## src/rtl/vga_scan_sweeper.sv

```systemverilog
`default_nettype none
// +----------------------------------------------------------------------------+
// | vga_scan_sweeper: 640x480@60 raster timing plus frame-stepped ping-pong mu |
// | Revision: 1.0                                                              |
// +----------------------------------------------------------------------------+
module vga_scan_sweeper #(
  parameter int          H_VISIBLE = 640,
  parameter int          H_FRONT   = 16,
  parameter int          H_SYNC    = 96,
  parameter int          H_BACK    = 48,
  parameter int          V_VISIBLE = 480,
  parameter int          V_FRONT   = 10,
  parameter int          V_SYNC    = 2,
  parameter int          V_BACK    = 33,
  parameter logic [17:0] MU_MIN    = 18'h2_8000,
  parameter logic [17:0] MU_MAX    = 18'h3_F000,
  parameter logic [17:0] MU_STEP   = 18'h0_0100,
  parameter int          SWEEP_DIV = 4
) (
  input  logic        CLK,
  input  logic        RST,
  input  logic        sweep_en,
  output logic [9:0]  col,
  output logic [9:0]  row,
  output logic        hsync,
  output logic        vsync,
  output logic        visible,
  output logic        frame_start,
  output logic [17:0] mu
);

  localparam logic [9:0] c_H_LAST   = 10'(H_VISIBLE + H_FRONT + H_SYNC + H_BACK - 1);
  localparam logic [9:0] c_V_LAST   = 10'(V_VISIBLE + V_FRONT + V_SYNC + V_BACK - 1);
  localparam logic [9:0] c_H_VIS    = 10'(H_VISIBLE);
  localparam logic [9:0] c_V_VIS    = 10'(V_VISIBLE);
  localparam logic [9:0] c_HS_START = 10'(H_VISIBLE + H_FRONT);
  localparam logic [9:0] c_HS_END   = 10'(H_VISIBLE + H_FRONT + H_SYNC);
  localparam logic [9:0] c_VS_START = 10'(V_VISIBLE + V_FRONT);
  localparam logic [9:0] c_VS_END   = 10'(V_VISIBLE + V_FRONT + V_SYNC);
  localparam logic [7:0] c_DIV_LAST = 8'(SWEEP_DIV - 1);

  typedef enum logic [0:0] {
    S_UP   = 1'b0,
    S_DOWN = 1'b1
  } sweep_state_t;

  sweep_state_t r_state;
  logic [7:0]   r_div;

  logic         w_col_wrap;
  logic         w_row_wrap;
  logic         w_frame_wrap;
  logic [9:0]   w_col_nxt;
  logic [9:0]   w_row_nxt;
  logic [18:0]  w_mu_up;
  logic [17:0]  w_mu_dn;
  logic         w_up_hit;
  logic         w_dn_hit;

  assign w_col_wrap   = (col == c_H_LAST);
  assign w_row_wrap   = (row == c_V_LAST);
  assign w_frame_wrap = w_col_wrap && w_row_wrap;
  assign w_col_nxt    = w_col_wrap ? 10'd0 : col + 10'd1;
  assign w_row_nxt    = w_col_wrap ? (w_row_wrap ? 10'd0 : row + 10'd1) : row;

  // One extra bit keeps the upward sum from wrapping near the top of the code range.
  assign w_mu_up  = {1'b0, mu} + {1'b0, MU_STEP};
  assign w_up_hit = (w_mu_up >= {1'b0, MU_MAX});
  assign w_dn_hit = ({1'b0, mu} <= ({1'b0, MU_MIN} + {1'b0, MU_STEP}));
  assign w_mu_dn  = mu - MU_STEP;

  always_ff @(posedge CLK or negedge RST) begin
    if (!RST) begin
      col         <= 10'd0;
      row         <= 10'd0;
      hsync       <= 1'b1;
      vsync       <= 1'b1;
      visible     <= 1'b0;
      frame_start <= 1'b0;
      mu          <= MU_MIN;
      r_state     <= S_UP;
      r_div       <= 8'd0;
    end else begin
      col         <= w_col_nxt;
      row         <= w_row_nxt;
      // Decoding next-state counts keeps the flags aligned with the registered col/row.
      hsync       <= !((w_col_nxt >= c_HS_START) && (w_col_nxt < c_HS_END));
      vsync       <= !((w_row_nxt >= c_VS_START) && (w_row_nxt < c_VS_END));
      visible     <= (w_col_nxt < c_H_VIS) && (w_row_nxt < c_V_VIS);
      frame_start <= w_frame_wrap;

      if (w_frame_wrap && sweep_en) begin
        if (r_div != c_DIV_LAST) begin
          r_div <= r_div + 8'd1;
        end else begin
          r_div <= 8'd0;
          if (r_state == S_UP) begin
            if (w_up_hit) begin
              mu      <= MU_MAX;
              r_state <= S_DOWN;
            end else begin
              mu <= w_mu_up[17:0];
            end
          end else begin
            if (w_dn_hit) begin
              mu      <= MU_MIN;
              r_state <= S_UP;
            end else begin
              mu <= w_mu_dn;
            end
          end
        end
      end
    end
  end

endmodule
`default_nettype wire

```

## config.mk

```make
export PLATFORM = sky130hd
export DESIGN_NAME = vga_scan_sweeper
export DESIGN_NICKNAME = d
export VERILOG_FILES = /design/src/rtl/vga_scan_sweeper.sv
export SDC_FILE = /design/constraint.sdc
export NUM_CORES = 1
export LEC_CHECK = 0
export BUFFER_PORTS_ARGS = -buffer_cell sky130_fd_sc_hd__clkbuf_2
export CAP_MARGIN = 20
export CORE_MARGIN = 4
export CORE_UTILIZATION = 45
export DETAILED_ROUTE_END_ITERATION = 16
export PLACE_DENSITY = 0.66
export SLEW_MARGIN = 30
export SYNTH_ARGS = -nofsm -noshare
export SYNTH_HDL_FRONTEND = slang
export SYNTH_SLANG_ARGS = --single-unit
```

## constraint.sdc

```tcl
create_clock -name CLK -period 5.67 [get_ports CLK]
set_input_delay 0.567 -clock CLK [delete_from_list [all_inputs] [get_ports CLK]]
set_output_delay 0.567 -clock CLK [all_outputs]
set_load 0.01 [all_outputs]
```

## Word level (Yosys, flattened, before mapping)

Index checks and enable logic that the tools add are counted.

| word-level totals | value |
|---|---|
| output and inout bits | 42 |
| RAM bits | 0 |
| memory bits (read-only) | 0 |
| register bits after elaboration | 51 |
| bits in latches | 0 |
| memories kept | 0 |

| cells by class | value |
|---|---|
| equal/unequal tests | 3 |
| add/sub/neg operators | 5 |
| $lt $le $gt $ge | 8 |
| reductions and logical operators | 8 |
| multiplexer cells | 10 |
| bitwise gates (word level) | 1 |
| $mul | 0 |
| div/mod/pow operators | 0 |
| shift operators | 0 |

Operators by type and width:

| kind | number |
|---|---|
| 2-to-1 mux 18 bit | 3 |
| 2-to-1 mux 10 bit | 3 |
| adder 10 x 1 -> 10 bit, second input constant | 2 |
| equality test 10 bit, second input constant | 2 |
| less-than comparator 10 bit, second input constant | 2 |
| less-than comparator 10 x 9 -> 1 bit, second input constant | 2 |
| adder 18 x 9 -> 19 bit, second input constant | 1 |
| >= comparator 19 x 18 -> 1 bit, second input constant | 1 |
| less-or-equal comparator 18 bit, second input constant | 1 |
| subtractor 18 x 9 -> 18 bit, second input constant | 1 |
| >= comparator 10 bit, second input constant | 1 |
| >= comparator 10 x 9 -> 1 bit, second input constant | 1 |
| adder 8 x 1 -> 8 bit, second input constant | 1 |
| 2-to-1 mux 8 bit | 1 |
| inequality test 8 x 2 -> 1 bit, second input constant | 1 |
| logical AND 1 bit | 5 |
| 2-to-1 mux 1 bit | 3 |
| zero test 1 bit | 2 |
| AND reduction 2 bit | 1 |
| NOT 1 bit | 1 |

## Depth between registers and ports, before layout

Gate-level depths: netlist of the first run.

| logic depth | value |
|---|---|
| word-level depth | 6 |
| depth in mapped cells | 9 |
| gate-level depth less buffers | 7 |

## Worst setup path before layout of the first run

Ideal clock, no wire load.

| timing | value |
|---|---|
| kind | flip-flop to flip-flop |
| start | reg mu[8] |
| end | reg mu[9] |
| clock period less this slack | 2193 ps |
| cell stages (with the launch flop) | 7 |
| arrival | 2115 ps |
| required time | 5593 ps |
| buffers on the path | 0 |
| path slack | 3477 ps |
| library setup time | 77 ps |
| path through | dfrtp_1 ha_1 and3_1 or4b_1 a31oi_1 mux2i_1 a21oi_1 |

| between the ends | value |
|---|---|
| word-level cells in the longest chain between the ends | 4 |
| elaborated cells between the ends (all ways) | 7 |
| classes of those cells | 2 x add/sub; 2 x order compare; 3 x mux |

Ends and longest elaborated chain:

| element | RTL line | source |
|---|---|---|
| from (decl) | 29 | `output logic [17:0] mu` |
| from (signal assigned) | 102 | `mu <= w_mu_up[17:0];` |
| from (signal assigned) | 109 | `mu <= w_mu_dn;` |
| adder 18 x 9 -> 19 bit | 67 | `assign w_mu_up = {1'b0, mu} + {1'b0, MU_STEP};` |
| >= comparator 19 x 18 -> 1 bit | 68 | `assign w_up_hit = (w_mu_up >= {1'b0, MU_MAX});` |
| 2-to-1 mux 18 bit | 98 | `if (w_up_hit) begin` |
| 2-to-1 mux 18 bit * | 97 | `if (r_state == S_UP) begin` |

Mark *: on every way between the ends. The rest lies on a longest branch, timed or not.
A chain may end at the register's enable or synchronous reset.

## Worst setup path in the final report of the first run

Same ends and word-level chain as after synthesis.

==> results_dict.tcl, run 1 <==
set metrics [dict create \
    post-cts-setup-buffers 0 \
    synth_edf_count 0 \
    max_stage_delay_ns 0.59 \
    layout-drive-gt1-share_pct 18.4 \
    yosys_warnings 0 \
    timing.critical_path.from "mu[8]$_DFFE_PN0P_" \
    clock_tree.htree_level_count 2 \
    yosys_register_bits 43 \
    power_per_cell_area_nw_per_um2 188 \
    final-setup-viol-count 0 \
    path_delay_family "simple AND/OR/NAND/NOR gates" \
    timing.fmax_mhz 392 \
    floorplan.initialDensity_pct 46.5 \
    leading_cell_type_in_the_layout_fill_and_taps_excluded "dfrtp_1" \
    r2r.worst_path.cells 6 \
    cts.clk_slew.worst_paths_ns 0.09 \
    routedWlPerCell_um 15.5 \
    cts_hold_buf 0 \
    port-buffer-count 36 \
    first_global_vias 2272 \
    power.ir.vdd_worst_mv 0.128 \
    synthTopCellsByArea "dfrtp_1, dfstp_2, ha_1" \
    sequentialPowerShare_pct 53.5 \
    grt_start_max_net_pins 44 \
    cts.sinks 43 \
    r2r_setup_slack_ns 3.12 \
    share_comb_of_total_power_pct 1.6 \
    routabilityCongestion 0.916 \
    cts_repair_resize_count 0 \
    post_synth_num_cell_types 62 \
    grt_first_pass_wirelength_um 10900 \
    critical_path.max_fanout 8 \
    cts_max_path_buffers 2 \
    total_power_uw 573 \
    top_level_port_count 45 \
    ys_seq_area_share_pct 39.2 \
    grt_antenna_before_repair 0 \
    worstSetupPathDepth 6 \
    result_of_the_run "completed" \
    p_int_uw 452 \
    worstSkewPairLatency_ns 0.30 \
    timing_max_transition_violations_final 0 \
    insertedDiodeCount 0 \
    fin_crit_sh_pct 45.0 \
    die_area_um2 7440 \
    clock_power_share_pct 44.9 \
    finish.net_count 341 \
    detailroute.via_count 2407 \
    cts-buffers-inserted 5 \
    grt_remaining_overflow 0 \
    worst_ep_arrival_time_ns 2.77 \
    route.final.wire_length_um 6290 \
    drc 0 \
    core_region_area_um2 5920 \
    critPathLaunchType "register" \
    worst_r2r_startpoint "mu[8]$_DFFE_PN0P_" \
    total_switching_power_uw 121 \
    most_used_cells_in_the_layout_excluding_fill_and_tap_cells "dfrtp_1, clkbuf_2, nand2_1" \
    postSynthAreaPerCell_um2 9.06 \
    timing.critical_path.required_ns 5.89 \
    maxCapViolCount 0 \
    endpoint_kind "register" \
    slew_headroom_pct 55.5 \
    asyncSetResetFlopFracSynth_pct 100 \
    number_of_placement_rows 28 \
    post_synth_inst_count 304 \
    tns_ns 0 \
    vias_per_cell 5.93 \
    die-width_um 86.2 \
    synth_largest_area_cell "dfrtp_1" \
    global_route.usage.total_pct 18.0 \
    initialDrtViolationCount 103 \
    switching_share_pct 21.1 \
    fp.dieH_um 86.2 \
    hold_violations 0 \
    final_antenna_net_count 0 \
    tritoncts "done" \
    slowest_stage "a31oi_1" \
    area_growth_pct 10.5 \
    num-fill-cells 572 \
    timing_worst_setup_path_type "reg2reg" \
    post-synth-top-area-fraction_pct 35.4 \
    rsz0062_at_grt "no" \
    clk_root_buffer_cell "clkbuf_8" \
    worstPathCellList "ha_1 > and3_1 > or4b_1 > a31oi_1 > mux2i_1 > a21oi_1" \
    drt-pass1-iter-count 4 \
    fin_worst_skew_ns 0.0116 \
    tightestPinTransition_ns 0.664 \
    timing.critical_path.buf_inv 0 \
    synthesis.area_um2 2760 \
    fin_crit_ns 2.55 \
    holdCritPathClass "in2async" \
    rr_endpoint "mu[9]$_DFFE_PN0P_" \
    synthFlopType "dfrtp_1" \
    place_hpwl_um 4560 \
    p_leak_nw 1.35 \
]
==> synthesized netlist by cell type, types with 2 or more instances <==
| cell | count |
|---|---|
| nor4_1 | 2 |
| o2111a_1 | 2 |
| or2_2 | 4 |
| a211oi_1 | 2 |
| o311ai_0 | 2 |
| ha_1 | 8 |
| xor2_1 | 5 |
| mux2_2 | 2 |
| nand4_1 | 13 |
| nor2_1 | 21 |
| or3_1 | 4 |
| buf_4 | 9 |
| and3_1 | 8 |
| clkbuf_1 | 5 |
| o31ai_1 | 3 |
| o21ai_1 | 2 |
| a31oi_1 | 5 |
| buf_2 | 11 |
| nor2b_1 | 3 |
| nor3_1 | 10 |
| nand2_1 | 22 |
| o21ai_0 | 14 |
| a21oi_1 | 13 |
| nor4b_1 | 2 |
| inv_1 | 11 |
| a2bb2oi_1 | 3 |
| and2_1 | 3 |
| and4_1 | 4 |
| o22ai_1 | 3 |
| xnor2_1 | 8 |
| or4_1 | 3 |
| nand3_1 | 16 |
| o211a_1 | 2 |
| o211ai_1 | 2 |
| nand2b_1 | 3 |
| nand4b_1 | 2 |
| dfrtp_1 | 39 |
| o31a_1 | 5 |
| a22o_1 | 2 |
| dfstp_2 | 4 |
==> registers in the layout, indices dropped and copies added, names as in the netlist <==
register / cells
vsync: 1
col: 10
r_state: 1
mu: 10
row: 10
frame_start: 1
r_div: 8
hsync: 1
visible: 1
==> power groups by stage <==
stage | sequential [mW] | combinational [mW] | clock, mW
after global placement | 0.313 | 0.00950 | 0
final | 0.307 | 0.00923 | 0.257
after CTS | 0.307 | 0.00972 | 0.267
after floorplan | 0.313 | 0.00640 | 0
after global routing | 0.307 | 0.0111 | 0.280
after detailed placement | 0.313 | 0.00972 | 0
==> cell type report <==
cell class,count,area [um2],area share [%]
Clock buffer,6,82.6,2.71
Inverter,11,41.3,1.36
Tap cell,75,93.8,3.08
Timing Repair Buffer,37,190,6.24
Clock inverter,2,38.8,1.27
Sequential cell,43,1080,35.5
Multi-Input combinational cell,232,1520,49.8
==> worst max path at each step <==
stage                              end  slack [ns]
global route        mu[14]$_DFFE_PN0P_        2.90
global placement    mu[14]$_DFFE_PN0P_        3.15
CTS                 mu[14]$_DFFE_PN0P_        3.09
finish               mu[9]$_DFFE_PN0P_        3.12
floorplan            mu[9]$_DFFE_PN0P_        3.48
detailed placement  mu[10]$_DFFE_PN0P_        3.11
==> worst reg2reg max path, cell delays in order, from the launching register on <==
cell and delay (ns):
dfrtp_1 0.45, ha_1 0.29, and3_1 0.24, or4b_1 0.57
a31oi_1 0.59, mux2i_1 0.17, a21oi_1 0.17
==> metrics by stage <==
step                utilization [%]  setup slack, ns  hold slack [ns]  cells  cell area (um2)
finish                         51.4             3.12            0.286    406             3050
global route                   51.4             2.90            0.322    406             3050
global placement               49.3             3.15            0.462    398             2920
floorplan                         -             3.48            0.271    311             2780
detailed placement             49.4             3.11            0.463    398             2920
CTS                            51.4             3.09            0.301    406             3050
==> cell families (layout without fill, tap and decap cells) <==
group,Yosys count,count (layout),synth area share (%)
and+or+nand+nor,126,126,25.9
muxes,3,3,1.18
other,1,8,0.136
adders and majority gates,8,8,3.63
DFF,43,43,39.2
AOI/OAI and AO/OA,74,74,19.1
xor gates and xnor gates,13,13,4.13
buffers and inverters,36,56,6.63
==> metal layers <==
metal / GRT usage, % / part of all wire (%)
met1: 25.9 / 47
met4: 6.66 / 1.9
met5: 0 / 0
met2: 26.8 / 46
met3: 3.80 / 5.4
Note: power is estimated with default switching activity, not from simulation.
==> run 2, diff against run 1 <==
PLACE_DENSITY = 0.68   (was 0.66)
clock period = 2.1 ns   (was 5.67 ns; I/O delays follow)
==> run 2 against run 1 <==
  * The flow now finishes with violations (negative hold slack)
  * Critical path depth unchanged
  * Cell area rose by 13%
  * Combinational power grew to 2.8 times the previous value
  * Power increased by 150%
  * Sequential power grew to 2.7 times the previous value
  * Worst hold slack lost 0.31 ns
  * Critical path type unchanged
  * Largest cell class unchanged
==> results_dict.tcl, run 2 (synthesized netlist as in run 1, its figures left out) <==
set metrics [dict create \
    maxCapViolCount 0 \
    placed_area_um2 3260 \
    worstPathCellList "or4_4 > nor3_4 > and4_4 > buf_12 > a21oi_1 > a211oi_1" \
    insertedDiodeCount 0 \
    critical_path.max_fanout 12 \
    finish.net_count 381 \
    timing.critical_path.required_ns 2.29 \
    grt_antenna_before_repair 0 \
    max_stage_delay_ns 0.55 \
    grt_use_met3_pct 3.71 \
    worstSkewPairLatency_ns 0.29 \
    violations "negative hold slack" \
    drt-pass1-iter-count 5 \
    leading_cell_type_in_the_layout_fill_and_taps_excluded "buf_4" \
    fp.dieH_um 86.2 \
    most_used_cells_in_the_layout_excluding_fill_and_tap_cells "buf_4, dfrtp_1, clkbuf_2" \
    clk_root_buffer_cell "clkbuf_8" \
    tightestPinTransition_ns 0.585 \
    busiest_layer "met2" \
    timing_max_transition_violations_final 0 \
    cts_max_path_buffers 2 \
    final_antenna_net_count 0 \
    slew_headroom_pct 60.7 \
    die-width_um 86.2 \
    p_leak_nw 1.56 \
    met2_usage_pct 31.5 \
    final_cells 446 \
    fin_crit_sh_pct 96.7 \
    grt_start_max_net_pins 44 \
    holdWs_ns -0.0189 \
    grt_remaining_overflow 0 \
    routedWlPerCell_um 15.8 \
    fin_worst_skew_ns 0.0110 \
    drc 0 \
    initialDrtViolationCount 193 \
    critPathLaunchType "register" \
    groute.layer.met1.usage_pct 25.3 \
    worst_ep_arrival_time_ns 2.22 \
    timing_worst_setup_path_type "reg2reg" \
    power.ir.vdd_worst_mv 0.258 \
    top_level_port_count 45 \
    tns_ns 0 \
    area_growth_pct 25.2 \
    num-fill-cells 532 \
    layout-drive-gt1-share_pct 32.1 \
    first_global_vias 2340 \
    global_route.usage.total_pct 18.8 \
    grt_first_pass_wirelength_um 11400 \
    holdCritPathClass "in2async" \
    place_hpwl_um 5040 \
    hold_violations 10 \
    ff_latch_area_um2 1080 \
    clock_tree.htree_level_count 2 \
    vias_per_cell 5.87 \
    number_of_placement_rows 28 \
    cts.clk_slew.worst_paths_ns 0.08 \
    final-setup-viol-count 0 \
    port-buffer-count 36 \
    detailroute.via_count 2616 \
    core_region_area_um2 5920 \
    biggestRegsByFlops "col x10, mu x10, row x10" \
    rsz0062_at_grt "yes" \
    routabilityCongestion 0.956 \
    power_per_cell_area_nw_per_um2 414 \
    die_area_um2 7440 \
    placedCellCount 437 \
    tritoncts "done" \
    result_of_the_run "finished with violations" \
    fin_crit_ns 2.03 \
    multi_input_comb_area_um2 1610 \
    floorplan.initialDensity_pct 46.5 \
    cts.sinks 43 \
    slowest_stage "or4_4" \
    timing.fmax_mhz 493 \
    post-route-cell-area_um2 3450 \
    endpoint_kind "register" \
    route.final.wire_length_um 7030 \
    cts-buffers-inserted 5 \
]
[run 2: cell types whose count changed in the layout (fill, tap and decap cells not counted), moves of 2 or more]
cell,change
and4_1,-2
and4_4,+2
buf_12,+2
buf_4,+37
dfrtp_1,-2
dfrtp_2,+2
ha_1,-2
ha_2,+2
o31ai_1,-2
o31ai_2,+2
or4_1,-2
or4_4,+2
[run 2: where the power goes]
| part | internal, mW | total [mW] | switching, mW |
|---|---|---|---|
| Sequential | 0.828 | 0.828 | 0 |
| Clock | 0.300 | 0.574 | 0.273 |
| Combinational | 0.00258 | 0.0261 | 0.0235 |
| Total | 1.13 | 1.43 | 0.297 |
[run 2: per-stage QoR]
step                util [%]  setup slack (ns)  hold slack (ns)  power, mW
global placement        55.1            0.0511            0.318      0.871
CTS                     57.0           0.00170          0.00719       1.45
global route            58.3           -0.0446           0.0407       1.49
finish                  58.3            0.0700          -0.0189       1.43
floorplan                  -           0.00500          -0.0856      0.861
detailed placement      55.1           -0.0682            0.328      0.871
[run 2: worst paths after layout]
kind / depth (start not counted) / endpoint / slack, ns / from
max: 6 / mu[14]$_DFFE_PN0P_ / 0.07 / r_div[2]$_DFFE_PN0P_
min: 2 / frame_start$_DFF_PN0_ / -0.02 / RST
max reg2reg: 6 / mu[14]$_DFFE_PN0P_ / 0.07 / r_div[2]$_DFFE_PN0P_
min reg2reg: 1 / r_div[7]$_DFFE_PN0P_ / 0.48 / r_div[7]$_DFFE_PN0P_
max in group asynchronous: 2 / mu[9]$_DFFE_PN0P_ / 1.70 / RST
min in group CLK: 3 / r_div[2]$_DFFE_PN0P_ / 0.35 / sweep_en
[run 2: critical path: cells and delay by family (launching register included)]
family / cells / cell delay [ns]
buffers and inverters: 1 / 0.13
DFF: 1 / 0.39
AOI/OAI and AO/OA: 2 / 0.30
and+or+nand+nor: 3 / 1.13
[run 2: final cells by class]
cell class,instances,area share [%]
multi-input combinational,232,46.8
tap,75,2.72
inverter,11,1.20
clock buffer,8,2.90
timing repair buffer,77,15.0
sequential,43,31.4
[run 2: routing by layer]
layer / vias to the layer above / routed length [um]
met5: - / 0
met4: 0 / 47
met3: 4 / 382
met2: 86 / 3560
met1: 1275 / 3050
li1: 1251 / -
[run 2: what timing repair did]
action                                 CTS  global route
resized for setup                        4            15
buffers inserted                         0             1
setup endpoints to repair               12            17
pin swaps                                2             7
hold buffers                             0             0
endpoints found under the hold margin    0             0
==> run 3, diff against run 2 <==
--- a/constraint.sdc
+++ b/constraint.sdc
@@ -3,2 +3,2 @@
 set_output_delay 0.21 -clock CLK [all_outputs]
-set_load 0.01 [all_outputs]
+set_load 0.005 [all_outputs]
==> run 3 against run 2 <==
  * The flow now finishes without violations
  * Critical endpoint is now mu[16]$_DFFE_PN0P_
  * Clock power is 16% higher
  * Sequential share of layout area is 0.24 points lower
  * Cell count increased by 1.1%
  * Register-to-register slack is essentially flat
  * Count of clock-buffer cells in the layout fell by 2
  * Cell area up 0.54%
  * Critical path depth is 1 higher
  * Combinational power decreased by 8.4%
  * Clock skew decreased by 0.0016 ns
  * Sequential cell count unchanged
==> results_dict.tcl, run 3 (synthesized netlist as in run 1, its figures left out) <==
set metrics [dict create \
    die-width_um 86.2 \
    path_delay_family "simple AND/OR/NAND/NOR gates" \
    timing.critical_path.required_ns 2.31 \
    worstPathCellList "inv_1 > ha_1 > nor4b_2 > and4_4 > nand4_4 > o41a_1 > o221ai_2" \
    cts.sinks 43 \
    detailroute.via_count 2625 \
    biggestRegsByFlops "col x10, mu x10, row x10" \
    post-cts-setup-buffers 0 \
    most_used_cells_in_the_layout_excluding_fill_and_tap_cells "buf_4, dfrtp_1, clkbuf_2" \
    power_per_cell_area_nw_per_um2 438 \
    grt_remaining_overflow 0 \
    place_worst_setup_slack_ns -0.0709 \
    worst_ep_arrival_time_ns 2.23 \
    slowest_stage "o41a_1" \
    tightestPinTransition_ns 0.626 \
    worstSkewPairLatency_ns 0.30 \
    cts_max_path_buffers 2 \
    port-buffer-count 36 \
    route.final.wire_length_um 6760 \
    core_region_area_um2 5920 \
    critPathLaunchType "register" \
    holdWs_ns 0.343 \
    final-setup-viol-count 0 \
    fin_worst_skew_ns 0.00935 \
    result_of_the_run "completed" \
    insertedDiodeCount 0 \
    grt_start_max_net_pins 44 \
    sequentialPowerShare_pct 54.5 \
    hold_violations 0 \
    leading_cell_type_in_the_layout_fill_and_taps_excluded "buf_4" \
    die_area_um2 7440 \
    critical_path.max_fanout 9 \
    placed_area_um2 3260 \
    p_int_mw 1.22 \
    vias_per_cell 5.82 \
    total_switching_power_uw 302 \
    top_level_port_count 45 \
    cts.clk_slew.worst_paths_ns 0.08 \
    power.ir.vdd_worst_mv 0.278 \
    timing_max_transition_violations_final 0 \
    slew_headroom_pct 57.9 \
    holdCritPathClass "in2reg" \
    endpoint_kind "register" \
    grt_first_pass_wirelength_um 11100 \
    floorplan.initialDensity_pct 46.5 \
    finish.utilization_pct 58.6 \
    grt_antenna_before_repair 0 \
    number_of_placement_rows 28 \
    final_antenna_net_count 0 \
    global_route.usage.total_pct 18.3 \
    timing.fmax_mhz 494 \
    routabilityCongestion 0.906 \
    cts-buffers-inserted 5 \
    first_global_vias 2362 \
    drc 0 \
    initialDrtViolationCount 179 \
    fin_crit_ns 2.03 \
    area_growth_pct 25.9 \
    max_stage_delay_ns 0.44 \
    tritoncts "done" \
    fin_crit_sh_pct 96.4 \
    timing.final.ws_setup_ns 0.0746 \
    total_power_mw 1.52 \
    p_leak_nw 1.59 \
    clk_root_buffer_cell "clkbuf_8" \
    timing.critical_path.buf_inv 1 \
    share_comb_of_total_power_pct 1.6 \
    drt-pass1-iter-count 5 \
    layout-drive-gt1-share_pct 32.2 \
    routedWlPerCell_um 15.0 \
    num-fill-cells 527 \
    tns_ns 0 \
    timing_worst_setup_path_type "reg2reg" \
    clock_tree.htree_level_count 2 \
    placedCellCount 442 \
    rsz0062_at_grt "no" \
    final_cells 451 \
    fp.dieH_um 86.2 \
    place_hpwl_um 5020 \
    finish.net_count 386 \
    post-route-cell-area_um2 3470 \
    clock_power_share_pct 43.9 \
    switching_share_pct 19.9 \
    maxCapViolCount 0 \
]
==> run 3: cell types whose count changed in the layout (fill, tap and decap cells not counted), moves of 2 or more <==
cell	change
buf_12	-2
inv_1	-2
dfrtp_1	+2
buf_4	+7
inv_2	+2
dfrtp_2	-2
==> run 3: worst register-to-register path, delay by kind of cell (launching register included) <==
kind / cells / cell delay [ns]
and+or+nand+nor: 3 / 0.72
DFF: 1 / 0.39
AOI/OAI and AO/OA: 2 / 0.61
adders and majority gates: 1 / 0.14
buffers and inverters: 1 / 0.08
==> run 3: final timing paths <==
check                                startpoint                    to  slack, ns  cells after the start
setup / recovery               row[1]$_DFF_PN0_    mu[16]$_DFFE_PN0P_       0.07                      7
hold / removal                         sweep_en  r_div[2]$_DFFE_PN0P_       0.34                      3
setup reg to reg               row[1]$_DFF_PN0_    mu[16]$_DFFE_PN0P_       0.07                      7
hold reg to reg            r_div[7]$_DFFE_PN0P_  r_div[7]$_DFFE_PN0P_       0.48                      1
max in group asynchronous                   RST    mu[15]$_DFFE_PN1P_       1.20                      3
min in group asynchronous                   RST      row[7]$_DFF_PN0_       0.52                      3
==> run 3: final cells by class <==
cell class / instances / area [um2] / share of cell area, %
clock buffer: 6 / 82.6 / 2.38
clock inverter: 2 / 35.0 / 1.01
inverter: 11 / 41.3 / 1.19
multi-input combinational: 232 / 1610 / 46.3
sequential: 43 / 1080 / 31.2
tap: 75 / 93.8 / 2.71
timing repair buffer: 82 / 528 / 15.2
==> run 3: timing repair <==
item,CTS,global route
resized for setup,2,18
pin swaps,0,4
hold buffers,1,0
endpoints found under the hold margin,13,0
setup endpoints to repair,12,17
==> run 3: metal layers <==
metal	GRT usage [%]	part of all wire [%]	wire length, um	vias to the layer above
met4	4.25	0.74	50	0
met3	3.04	4.8	327	4
met2	30.1	48	3240	73
li1	-	-	-	1263
met5	0	0	0	-
met1	25.3	47	3150	1285
==> run 3: power groups by stage <==
stage | Combinational, mW | Sequential [mW] | Clock (mW)
CTS | 0.0254 | 0.828 | 0.687
global route | 0.0298 | 0.828 | 0.725
floorplan | 0.0139 | 0.844 | 0
global placement | 0.0236 | 0.844 | 0
detailed placement | 0.0239 | 0.844 | 0
finish | 0.0239 | 0.828 | 0.666
